**src/rtl/sipo_bit_counter.sv**
```systemverilog
// Modulo-WIDTH bit counter for the deserializer.
// Terminal count flags the bit that completes a word (last count with enable high).
module sipo_bit_counter #(
   parameter int WIDTH = 8,
   parameter int CNT_W = $clog2(WIDTH)
) (
   input  logic             clk,
   input  logic             reset_n,
   input  logic             i_clr,
   input  logic             i_en,
   output logic [CNT_W-1:0] o_cnt,
   output logic             o_tc
);

   localparam logic [CNT_W-1:0] LAST = CNT_W'(WIDTH - 1);

   logic [CNT_W-1:0] cnt_q;
   logic [CNT_W-1:0] cnt_d;

   // Next count: clear wins, otherwise advance and wrap on enable.
   always_comb begin
      cnt_d = cnt_q;
      if (i_clr) begin
         cnt_d = '0;
      end else if (i_en) begin
         cnt_d = (cnt_q == LAST) ? '0 : cnt_q + CNT_W'(1);
      end
   end

   // Count register.
   always_ff @(posedge clk or negedge reset_n) begin
      if (!reset_n) begin
         cnt_q <= '0;
      end else begin
         cnt_q <= cnt_d;
      end
   end

   assign o_cnt = cnt_q;
   assign o_tc  = (cnt_q == LAST) & i_en;

endmodule

```
**src/rtl/sipo_deser.sv**
```systemverilog
// Serial-in/parallel-out deserializer with a valid/ready holding register.
// Assembles WIDTH-bit words from a qualified bit stream; overwriting an
// unconsumed word raises a sticky overrun flag.
module sipo_deser #(
   parameter int WIDTH     = 8,
   parameter int MSB_FIRST = 1,
   localparam int CNT_W    = $clog2(WIDTH)
) (
   input  logic             clk,
   input  logic             reset_n,
   input  logic             i_clr,
   input  logic             i_sdata,
   input  logic             i_svalid,
   input  logic             i_pready,
   output logic [WIDTH-1:0] o_pdata,
   output logic             o_pvalid,
   output logic [CNT_W-1:0] o_bit_cnt,
   output logic             o_overrun
);

   typedef enum logic {
      S_EMPTY = 1'b0,
      S_FULL  = 1'b1
   } state_t;

   state_t           state_q, state_d;
   logic [WIDTH-1:0] sh_q, sh_d;
   logic [WIDTH-1:0] pdata_q, pdata_d;
   logic             overrun_q, overrun_d;
   logic             word_done;

   sipo_bit_counter #(
      .WIDTH (WIDTH),
      .CNT_W (CNT_W)
   ) u_bit_counter (
      .clk     (clk),
      .reset_n (reset_n),
      .i_clr   (i_clr),
      .i_en    (i_svalid),
      .o_cnt   (o_bit_cnt),
      .o_tc    (word_done)
   );

   // Next-state: shift, load completed word, output handshake, overrun, clear.
   always_comb begin
      sh_d      = sh_q;
      pdata_d   = pdata_q;
      state_d   = state_q;
      overrun_d = overrun_q;

      if (i_svalid) begin
         if (MSB_FIRST != 0) begin
            sh_d = {sh_q[WIDTH-2:0], i_sdata};
         end else begin
            sh_d = {i_sdata, sh_q[WIDTH-1:1]};
         end
      end

      // The completing word includes this cycle's bit, so load from sh_d.
      if (word_done) begin
         pdata_d = sh_d;
         state_d = S_FULL;
         if ((state_q == S_FULL) && !i_pready) begin
            overrun_d = 1'b1;
         end
      end else if ((state_q == S_FULL) && i_pready) begin
         state_d = S_EMPTY;
      end

      if (i_clr) begin
         sh_d      = '0;
         pdata_d   = '0;
         state_d   = S_EMPTY;
         overrun_d = 1'b0;
      end
   end

   // Datapath and output FSM registers.
   always_ff @(posedge clk or negedge reset_n) begin
      if (!reset_n) begin
         sh_q      <= '0;
         pdata_q   <= '0;
         state_q   <= S_EMPTY;
         overrun_q <= 1'b0;
      end else begin
         sh_q      <= sh_d;
         pdata_q   <= pdata_d;
         state_q   <= state_d;
         overrun_q <= overrun_d;
      end
   end

   assign o_pdata   = pdata_q;
   assign o_pvalid  = (state_q == S_FULL);
   assign o_overrun = overrun_q;

endmodule

```
**config.mk**
```make
export PLATFORM = sky130hd
export DESIGN_NAME = sipo_deser
export DESIGN_NICKNAME = d
export VERILOG_FILES = /design/src/rtl/sipo_bit_counter.sv /design/src/rtl/sipo_deser.sv
export SDC_FILE = /design/constraint.sdc
export NUM_CORES = 1
export LEC_CHECK = 0
export BUFFER_PORTS_ARGS = -buffer_cell sky130_fd_sc_hd__buf_2
export CELL_PAD_IN_SITES_DETAIL_PLACEMENT = 0
export CELL_PAD_IN_SITES_GLOBAL_PLACEMENT = 1
export CORE_ASPECT_RATIO = 1.5
export CORE_MARGIN = 4
export CORE_UTILIZATION = 40
export CTS_CLUSTER_SIZE = 8
export DETAILED_ROUTE_END_ITERATION = 8
export GPL_TIMING_DRIVEN = 0
export PLACE_DENSITY = 0.77
export SLEW_MARGIN = 15
export SYNTH_ARGS = -nofsm -noshare
export SYNTH_HDL_FRONTEND = slang
export SYNTH_SLANG_ARGS = --single-unit
```
**constraint.sdc**
```tcl
create_clock -name clk -period 1.9 [get_ports clk]
set_input_delay 0.38 -clock clk [delete_from_list [all_inputs] [get_ports clk]]
set_output_delay 0.38 -clock clk [all_outputs]
set_load 0.02 [all_outputs]
```
# == After elaboration in Yosys (flattened, before gate mapping) ==
# Index checks and enable logic that the tools add are counted.
# word_totals
in_bits,6
output_inout_bits,13
ff_bits,21
# op_classes
n_addsub,1
bitwise_logic,1
n_reduce_logical,8
muxes,13
n_eq_ne,1
# ops
cell,n
8-bit two-way mux,4
3-bit two-way mux,3
1-bit two-way mux,6
2-bit nonzero test,3
"3-bit by 1-bit adder with 3-bit output, second input constant",1
"3-bit equality test, second input constant",1
3-bit nonzero test,1
1-bit logical AND,2
2-bit AND reduction,1
1-bit bitwise AND,1
1-bit zero test,1

# == Longest topological paths before layout ==
# Gate-level depths: netlist of run 1.
# depth
depth_word,5
depth_mapped,6
mapped_depth_nobuf,4

# == Hierarchy ==
# A second synthesis of run 1 with hierarchy kept.
# hier_totals
cells_unflattened,75
hier_area_um2,879.6
# modules_own_cells
module,seq_area_each_um2,cells_per_inst,area_each_um2,n_inst
sipo_deser,450.4,61,718.2,1
sipo_bit_counter,75.1,14,161.4,1

# == Worst setup path after synthesis of run 1 ==
# Ideal clock, no wire load.
# synth_path
path_kind,register to register
start,reg u_bit_counter.cnt_q[0] (netlist: u_bit_counter.o_cnt[0])
end,reg u_bit_counter.cnt_q[0] (netlist: u_bit_counter.o_cnt[0])
stages_incl_launch_ff,6
setup_slack_ps,353
t_arrival_ps,1473
path_buffers,1
cell_sequence,dfrtp_1 -> ha_1 -> ha_1 -> buf_6 -> or3b_1 -> a21oi_2
# synth_via
elab_chain_len,4
elab_cells_between_ends,5
# synth_lines
element,line_no,source
from (decl),sipo_bit_counter.sv:17,logic [CNT_W-1:0] cnt_q;
from (signal assigned),sipo_bit_counter.sv:35,cnt_q <= cnt_d;
3-bit by 1-bit adder with 3-bit output or 3-bit equality test (tied branches),sipo_bit_counter.sv:26,cnt_d = (cnt_q == LAST) ? '0 : cnt_q + CNT_W'(1);
3-bit two-way mux *,sipo_bit_counter.sv:26,
3-bit two-way mux *,sipo_bit_counter.sv:25,end else if (i_en) begin
3-bit two-way mux *,sipo_bit_counter.sv:23,if (i_clr) begin
# Every way passes the cells marked *; elsewhere a longest branch is shown, timed or not. The select of a mux whose other input is x is not followed.
# A chain may end at the register's enable or synchronous reset.

# == Worst setup path after layout of run 1 ==
# Same ends and word-level chain as after synthesis.

==> impl_table.tex, run 1 <==
\begin{tabular}{lr}
\hline
Metric & Value \\
\hline
\multicolumn{2}{l}{\textbf{Detailed routing}} \\
\quad Number of optimization iterations in the first detailed-route pass & 4 \\
\quad Wire per inst & 12.8 um \\
\quad Violation count after the first detailed-route iteration & 16 \\
\quad Post-DRT Antenna Nets & 0 \\
\quad Total Wirelength & 1.57 mm \\
\quad \# DRC & 0 \\
\quad Vias after detailed routing & 621 \\
\quad Drt via density & 5.05 \\
\multicolumn{2}{l}{\textbf{Floorplanning}} \\
\quad Overall die area & 3120 um\^{}2 \\
\quad I/O pin cnt & 19 \\
\quad Core outline area & 2100 um\^{}2 \\
\quad Die X & 47.0 um \\
\quad Row cnt & 20 \\
\quad Die Ht & 66.5 um \\
\quad Starting Density & 0.434 \\
\multicolumn{2}{l}{\textbf{Timing}} \\
\quad Sum of negative setup slack & 0 ns \\
\quad Final critical path time including I/O delays and setup & 1.52 ns \\
\quad Unrepaired setup endpoints after global routing & false \\
\quad Part of the cycle the worst path needs & 0.800 \\
\quad Post-route setup slack & 0.380 ns \\
\quad Transition time of the tightest slew-check pin & 0.432 ns \\
\quad Number of hold-slack violations in the final timing report & 0 \\
\quad Final setup viols & 0 \\
\quad Final setup skew & 0.00202 ns \\
\quad Top achievable clock speed & 0.658 GHz \\
\quad Slew Limit Headroom & 0.712 \\
\quad Number of max-slew violations in the final report & 0 \\
\multicolumn{2}{l}{\textbf{Synthesis}} \\
\quad Parity-gate share of the synthesized area counting xor and xnor cells & 0 \\
\quad Combinational family with the most area after synthesis & compound AO/OA/AOI/OAI gates \\
\quad Dominant cell type by area after synthesis & sky130\_fd\_sc\_hd\_\_dfrtp\_1 \\
\quad Post-synth design cell area & 912 um\^{}2 \\
\quad Post-synthesis register bit count & 20 \\
\quad Top area cells in the synthesized netlist & sky130\_fd\_sc\_hd\_\_dfrtp\_1 (55\%), sky130\_fd\_sc\_hd\_\_mux2i\_1 (9.9\%), sky130\_fd\_sc\_hd\_\_a21bo\_2 (8.8\%), sky130\_fd\_sc\_hd\_\_a21oi\_1 (5.5\%), sky130\_fd\_sc\_hd\_\_nand3\_1 (4.4\%) \\
\quad Ys Warns & 0 \\
\quad Number of nets in the synthesized netlist & 88 \\
\quad Count of unique library cells instantiated by Yosys & 17 \\
\quad Fraction of the yosys area taken by sequential cells & 0.549 \\
\quad Avg Synthesized Cell Area & 11.4 um\^{}2 \\
\quad Cells after Synth & 80 \\
\quad Portion of synthesized cell area occupied by the leading cell type & 0.549 \\
\quad Area fraction in compound gates after synthesis & 0.152 \\
\quad Adder and majority cell fraction of the synthesized area & 0.0274 \\
\quad Simple-gate portion of the synthesized area & 0.118 \\
\quad Mux cell area share after synthesis & 0.0988 \\
\multicolumn{2}{l}{\textbf{Critical path}} \\
\quad Buffers \& Inverters on Critical Path & 1 \\
\quad Crit Path Max Fanout & 10 \\
\quad Crit path largest cell delay & 0.43 ns \\
\quad Type of element capturing the critical path & register \\
\quad Critical path's top delay family & flip-flops \\
\quad Most repeated library cell on the critical path & sky130\_fd\_sc\_hd\_\_ha\_1 \\
\quad Kind of critical path & reg2reg \\
\quad Master of the slowest instance on the critical path & sky130\_fd\_sc\_hd\_\_dfrtp\_1 \\
\quad Crit path cell chain & ha\_1 -> ha\_1 -> buf\_6 -> or3b\_1 -> a21oi\_2 \\
\quad Data required, critical path & 2.12 ns \\
\quad Arrival @ worst endpoint & 1.74 ns \\
\quad Startpoint type of the worst setup path & register \\
\multicolumn{2}{l}{\textbf{CTS}} \\
\quad Clock tree from TritonCTS & built \\
\quad Number of sinks handled by clock tree synthesis & 20 \\
\quad Reg clk slew, reported paths & 0.10 ns \\
\quad Hold-fix buffer count after cts & 0 \\
\quad Maximum count of clock buffers along a single path & 2 \\
\quad Cell at the root of the clock tree & sky130\_fd\_sc\_hd\_\_clkbuf\_4 \\
\quad PostCTS Resize Cnt & 0 \\
\quad Source-to-sink clock delay at the later pin of the worst-skew pair & 0.28 ns \\
\quad Cts bufs inserted & 3 \\
\quad CTS HTree Levels & 1 \\
\quad Post-CTS setup buffer count & 0 \\
\multicolumn{2}{l}{\textbf{Cells and area}} \\
\quad Total number of nets in the final design & 111 \\
\quad Post-route non-filler standard cell count & 123 \\
\quad Antenna Diode Count & 0 \\
\quad P\&R area growth vs syn & 15.4\% \\
\quad Commonest non-fill, non-tap cells in the layout & sky130\_fd\_sc\_hd\_\_dfrtp\_1 (20), sky130\_fd\_sc\_hd\_\_buf\_2 (19), sky130\_fd\_sc\_hd\_\_a21oi\_1 (10) \\
\quad Share of layout cells above drive strength 1 & 0.347 \\
\quad Most frequent standard cell in the layout excluding fill and tap cells & sky130\_fd\_sc\_hd\_\_dfrtp\_1 \\
\multicolumn{2}{l}{\textbf{Global route}} \\
\quad Antenna violations before repair & 0 \\
\quad Total congestion overflow & 0 \\
\quad Pin count of the biggest net entering global routing & 21 \\
\quad Vias in the first global route & 616 \\
\quad Global-route wire length before repair & 2.65 mm \\
\quad Total routing resource utilization after global routing & 0.118 \\
\multicolumn{2}{l}{\textbf{Placement}} \\
\quad Number of buffer cells added on primary ports & 18 \\
\quad Post-detail-place hpwl & 1.21 mm \\
\quad RePlAce Congestion & 0.706 \\
\quad Pre-CTS worst setup slack & 0.397 ns \\
\quad Placed insts & 120 \\
\multicolumn{2}{l}{\textbf{Flow run}} \\
\quad Number of maximum-capacitance constraint violations & 0 \\
\multicolumn{2}{l}{\textbf{Power and ir drop}} \\
\quad Maximum vdd drop & 347 uV \\
\quad Static Leakage & 0.555 nW \\
\quad Total power divided by cell area & 648 nW/um\^{}2 \\
\multicolumn{2}{l}{\textbf{Worst hold path}} \\
\quad Class of the worst hold path & in2async \\
\multicolumn{2}{l}{\textbf{Run status}} \\
\quad Run status & finished clean \\
\hline
\end{tabular}
stage by stage:
| step | util | hold slack [ns] | power (mW) | area, um^2 |
|---|---|---|---|---|
| after global placement | 0.490 | 0.344 | 0.503 | 1030 |
| after floorplan | - | 0.0844 | 0.480 | 912 |
| final | 0.501 | 0.0152 | 0.682 | 1050 |
| after CTS | 0.501 | 0.0194 | 0.702 | 1050 |
| after global routing | 0.501 | 0.0358 | 0.727 | 1050 |
| after detailed placement | 0.490 | 0.350 | 0.505 | 1030 |
flip-flops by register name, summed over array words and instances (netlist names):
name / flops
u_bit_counter.o_cnt: 3
o_pvalid: 1
sh_q: 7
o_overrun: 1
o_pdata: 8
Yosys cell counts:
cell	instances
sky130_fd_sc_hd__dfrtp_1	20
sky130_fd_sc_hd__a21oi_1	10
sky130_fd_sc_hd__mux2i_1	9
sky130_fd_sc_hd__nor2_1	9
sky130_fd_sc_hd__a21bo_2	8
sky130_fd_sc_hd__nand3_1	8
sky130_fd_sc_hd__buf_4	3
sky130_fd_sc_hd__clkbuf_1	2
sky130_fd_sc_hd__ha_1	2
sky130_fd_sc_hd__nand2b_1	2
sky130_fd_sc_hd__a21oi_2	1
sky130_fd_sc_hd__buf_2	1
sky130_fd_sc_hd__buf_6	1
sky130_fd_sc_hd__inv_1	1
sky130_fd_sc_hd__nand2_1	1
sky130_fd_sc_hd__nand4b_1	1
sky130_fd_sc_hd__or3b_1	1
report_power, final:
part	internal (mW)	switching [mW]	leakage, nW	total [mW]
Sequential	0.431	0.00488	0.277	0.436
Clock	0.0735	0.115	0.0138	0.188
Combinational	0.0218	0.0360	0.264	0.0579
path summary, 6_finish.rpt:
path	startpoint	endpoint	slack, ns	cells past startpoint
max	u_bit_counter.o_cnt[0]	u_bit_counter.o_cnt[0]	0.38	5
min	reset_n	u_bit_counter.o_cnt[1]	0.02	1
max reg2reg	u_bit_counter.o_cnt[0]	u_bit_counter.o_cnt[0]	0.38	5
min reg2reg	o_overrun	o_overrun	0.52	2
max in group asynchronous	reset_n	o_pdata[2]	1.59	1
min in group clk	i_clr	o_pvalid	0.25	2
kinds of logic after synthesis:
kind of cell,count (synthesis)
buffers and inverters,8
adder cells (fa/ha/maj),2
multiplexers,9
AO/OA/AOI/OAI,19
flip-flops,20
AND/OR/NAND/NOR,22
layer usage:
layer  global-route usage  up-vias  part of all wire
met5                    0        -                 0
met1                0.135      289              0.43
met3               0.0243        2             0.032
met4               0.0727        0             0.012
met2                0.192        8              0.53
li1                     -      322                 -
cell type report:
| type | instances | area (um^2) |
|---|---|---|
| tap | 22 | 27.5 |
| clock buffer | 3 | 22.5 |
| fill | 209 | 1050 |
| sequential | 20 | 500 |
| timing repair buffer | 18 | 90.1 |
| inverter | 1 | 3.75 |
| buffer | 7 | 46.3 |
| multi-input combinational | 52 | 362 |
No activity file was read; power rests on OpenSTA's default activity.
==> inputs of run 2 (changes only) <==
--- a/config.mk
+++ b/config.mk
@@ -10,11 +10,11 @@
 export CELL_PAD_IN_SITES_GLOBAL_PLACEMENT = 1
 export CORE_ASPECT_RATIO = 1.5
 export CORE_MARGIN = 4
-export CORE_UTILIZATION = 40
+export CORE_UTILIZATION = 36
 export CTS_CLUSTER_SIZE = 8
 export DETAILED_ROUTE_END_ITERATION = 8
 export GPL_TIMING_DRIVEN = 0
-export PLACE_DENSITY = 0.77
+export PLACE_DENSITY = 0.73
 export SLEW_MARGIN = 15
 export SYNTH_ARGS = -nofsm -noshare
 export SYNTH_HDL_FRONTEND = slang
==> constraint.sdc (replaced) <==
create_clock -name clk -period 1.32 [get_ports clk]
set_input_delay 0.264 -clock clk [delete_from_list [all_inputs] [get_ports clk]]
set_output_delay 0.264 -clock clk [all_outputs]
set_load 0.02 [all_outputs]
==> impl_table.tex, run 2 (synthesis gave the netlist of run 1 again) <==
\begin{tabular}{lr}
\hline
Metric & Value \\
\hline
\multicolumn{2}{l}{\textbf{CTS}} \\
\quad Cell at the root of the clock tree & sky130\_fd\_sc\_hd\_\_clkbuf\_4 \\
\quad Source-to-sink clock delay at the later pin of the worst-skew pair & 0.29 ns (about the same) \\
\quad CTS HTree Levels & 1 (unchanged) \\
\quad Reg clk slew, reported paths & 0.10 ns (about the same) \\
\quad Cts bufs inserted & 3 (unchanged) \\
\quad Number of sinks handled by clock tree synthesis & 20 (unchanged) \\
\quad Clock tree from TritonCTS & built \\
\quad Maximum count of clock buffers along a single path & 2 (unchanged) \\
\multicolumn{2}{l}{\textbf{Power and ir drop}} \\
\quad Maximum vdd drop & 630 uV (+82\%) \\
\quad Total power divided by cell area & 940 nW/um\^{}2 (+45\%) \\
\quad Static Leakage & 0.563 nW (+1.5\%) \\
\multicolumn{2}{l}{\textbf{Global route}} \\
\quad Antenna violations before repair & 0 (unchanged) \\
\quad Total routing resource utilization after global routing & 0.114 (-0.00376) \\
\quad Total congestion overflow & 0 (unchanged) \\
\quad Global-route wire length before repair & 3.10 mm (+17\%) \\
\quad Pin count of the biggest net entering global routing & 21 (unchanged) \\
\quad Vias in the first global route & 692 (+12\%) \\
\multicolumn{2}{l}{\textbf{Worst hold path}} \\
\quad Class of the worst hold path & in2reg \\
\multicolumn{2}{l}{\textbf{Critical path}} \\
\quad Crit Path Max Fanout & 4 (-6) \\
\quad Master of the slowest instance on the critical path & sky130\_fd\_sc\_hd\_\_dfrtp\_2 \\
\quad Most repeated library cell on the critical path & sky130\_fd\_sc\_hd\_\_ha\_4 \\
\quad Kind of critical path & reg2reg \\
\quad Startpoint type of the worst setup path & register \\
\quad Crit path cell chain & ha\_4 -> ha\_4 -> or3b\_4 -> a21oi\_2 \\
\quad Arrival @ worst endpoint & 1.57 ns (-0.17 ns) \\
\quad Data required, critical path & 1.54 ns (-0.58 ns) \\
\quad Crit path largest cell delay & 0.46 ns (+0.03 ns) \\
\quad Type of element capturing the critical path & register \\
\multicolumn{2}{l}{\textbf{Timing}} \\
\quad Final setup viols & 1 (+1) \\
\quad Number of hold-slack violations in the final timing report & 0 (unchanged) \\
\quad Part of the cycle the worst path needs & 1.03 (+0.226) \\
\quad Post-route setup slack & -0.0340 ns (-0.414 ns) \\
\quad Number of max-slew violations in the final report & 0 (unchanged) \\
\quad Final setup skew & 0.00203 ns (+0.0000145 ns) \\
\quad Slew Limit Headroom & 0.629 (-0.0825) \\
\quad Hold Slack & 0.138 ns (+0.122 ns) \\
\quad Final critical path time including I/O delays and setup & 1.35 ns (-0.166 ns) \\
\quad Top achievable clock speed & 0.739 GHz (+12\%) \\
\quad Transition time of the tightest slew-check pin & 0.556 ns (+0.124 ns) \\
\quad Unrepaired setup endpoints after global routing & true \\
\multicolumn{2}{l}{\textbf{Placement}} \\
\quad Placed insts & 122 (+1.7\%) \\
\quad Number of buffer cells added on primary ports & 18 (unchanged) \\
\quad RePlAce Congestion & 0.698 (-1.1\%) \\
\quad Post-detail-place hpwl & 1.28 mm (+5.3\%) \\
\multicolumn{2}{l}{\textbf{Cells and area}} \\
\quad Share of layout cells above drive strength 1 & 0.452 (+0.105) \\
\quad Post-route non-filler standard cell count & 128 (+4.1\%) \\
\quad Most frequent standard cell in the layout excluding fill and tap cells & sky130\_fd\_sc\_hd\_\_buf\_2 \\
\quad Commonest non-fill, non-tap cells in the layout & sky130\_fd\_sc\_hd\_\_buf\_2 (19), sky130\_fd\_sc\_hd\_\_dfrtp\_1 (18), sky130\_fd\_sc\_hd\_\_mux2i\_1 (9), sky130\_fd\_sc\_hd\_\_nor2\_1 (9) \\
\quad Antenna Diode Count & 0 (unchanged) \\
\quad Max FFs per register & 8 (unchanged) \\
\quad P\&R area growth vs syn & 24.0\% \\
\quad Total number of nets in the final design & 113 (+1.8\%) \\
\multicolumn{2}{l}{\textbf{Detailed routing}} \\
\quad Wire per inst & 12.8 um (+0.37\%) \\
\quad Vias after detailed routing & 639 (+2.9\%) \\
\quad Drt via density & 4.99 (-1.1\%) \\
\quad Violation count after the first detailed-route iteration & 6 (-10) \\
\quad Total Wirelength & 1.64 mm (+4.5\%) \\
\quad Post-DRT Antenna Nets & 0 (unchanged) \\
\quad Number of optimization iterations in the first detailed-route pass & 4 (unchanged) \\
\quad \# DRC & 0 (unchanged) \\
\multicolumn{2}{l}{\textbf{Floorplanning}} \\
\quad Die X & 49.1 um (+4.5\%) \\
\quad Row cnt & 22 (+10\%) \\
\quad I/O pin cnt & 19 (unchanged) \\
\quad Die Ht & 69.6 um (+4.8\%) \\
\quad Starting Density & 0.372 (-0.0616) \\
\quad Overall die area & 3420 um\^{}2 (+9.5\%) \\
\quad Core outline area & 2450 um\^{}2 (+17\%) \\
\multicolumn{2}{l}{\textbf{Run status}} \\
\quad Failing checks & setup timing \\
\quad Run status & complete, but fails checks \\
\multicolumn{2}{l}{\textbf{Flow run}} \\
\quad Number of maximum-capacitance constraint violations & 0 (unchanged) \\
\hline
\end{tabular}
## run 2: cell count changes in the layout (fill, tap and decap cells not counted), sizes merged
cell,previous run,this run
clkbuf,5,6
buf,23,24
dlygate4sd3,0,1
## run 2: timing repair
action	CTS	global route
endpoints found under the setup margin	10	10
pin swaps	9	5
setup buffers	2	0
endpoints found under the hold margin	20	0
hold buffers	1	0
resized for setup	0	6
## run 2: metrics by stage
step | cell area (um^2) | worst slack [ns] | power (mW) | util | TNS, ns
CTS | 1110 | -0.0440 | 1.08 | 0.453 | -0.135
global placement | 1060 | -0.101 | 0.730 | 0.433 | -0.148
detailed placement | 1060 | -0.130 | 0.735 | 0.433 | -0.344
floorplan | 940 | -0.136 | 0.696 | - | -0.166
finish | 1130 | -0.0340 | 1.06 | 0.462 | -0.0340
global route | 1130 | -0.0687 | 1.12 | 0.462 | -0.561
## run 2: critical path, delay by kind of cell (launching register included)
family	cells	cell delay, ns
AO/OA/AOI/OAI	1	0.13
adder cells (fa/ha/maj)	2	0.33
flip-flops	1	0.46
AND/OR/NAND/NOR	1	0.36
## run 2: area by class of cell
cell class | instances | area, um^2
plain buffers | 6 | 35.0
clock buffers | 4 | 36.3
well taps | 24 | 30.0
inverters | 1 | 3.75
repair buffers | 21 | 115
fillers | 251 | 1320
multi-input cells | 52 | 408
flip-flops and latches | 20 | 503
## run 2: final timing paths
path	startpoint	endpoint	slack, ns	cells past startpoint
max reg2reg	u_bit_counter.o_cnt[0]	u_bit_counter.o_cnt[0]	-0.03	4
min reg2reg	o_overrun	o_overrun	0.52	2
min	i_clr	o_pvalid	0.14	2
min in group asynchronous	reset_n	o_pvalid	0.44	2
max in group asynchronous	reset_n	u_bit_counter.o_cnt[0]	0.55	2
max	u_bit_counter.o_cnt[0]	u_bit_counter.o_cnt[0]	-0.03	4
## run 2: power breakdown
group	internal (mW)	leakage (nW)	total, mW	switching (mW)
clock	0.168	0.0210	0.338	0.170
sequential	0.621	0.274	0.631	0.00958
combinational	0.0385	0.268	0.0947	0.0562
## run 2: metal layers
metal,wire length [um],part of all wire,up-vias,global-route usage
li1,-,-,322,-
met1,679,0.41,307,0.125
met2,886,0.54,8,0.199
met3,55,0.033,2,0.0301
met4,20,0.012,0,0.0570
met5,0,0,-,0
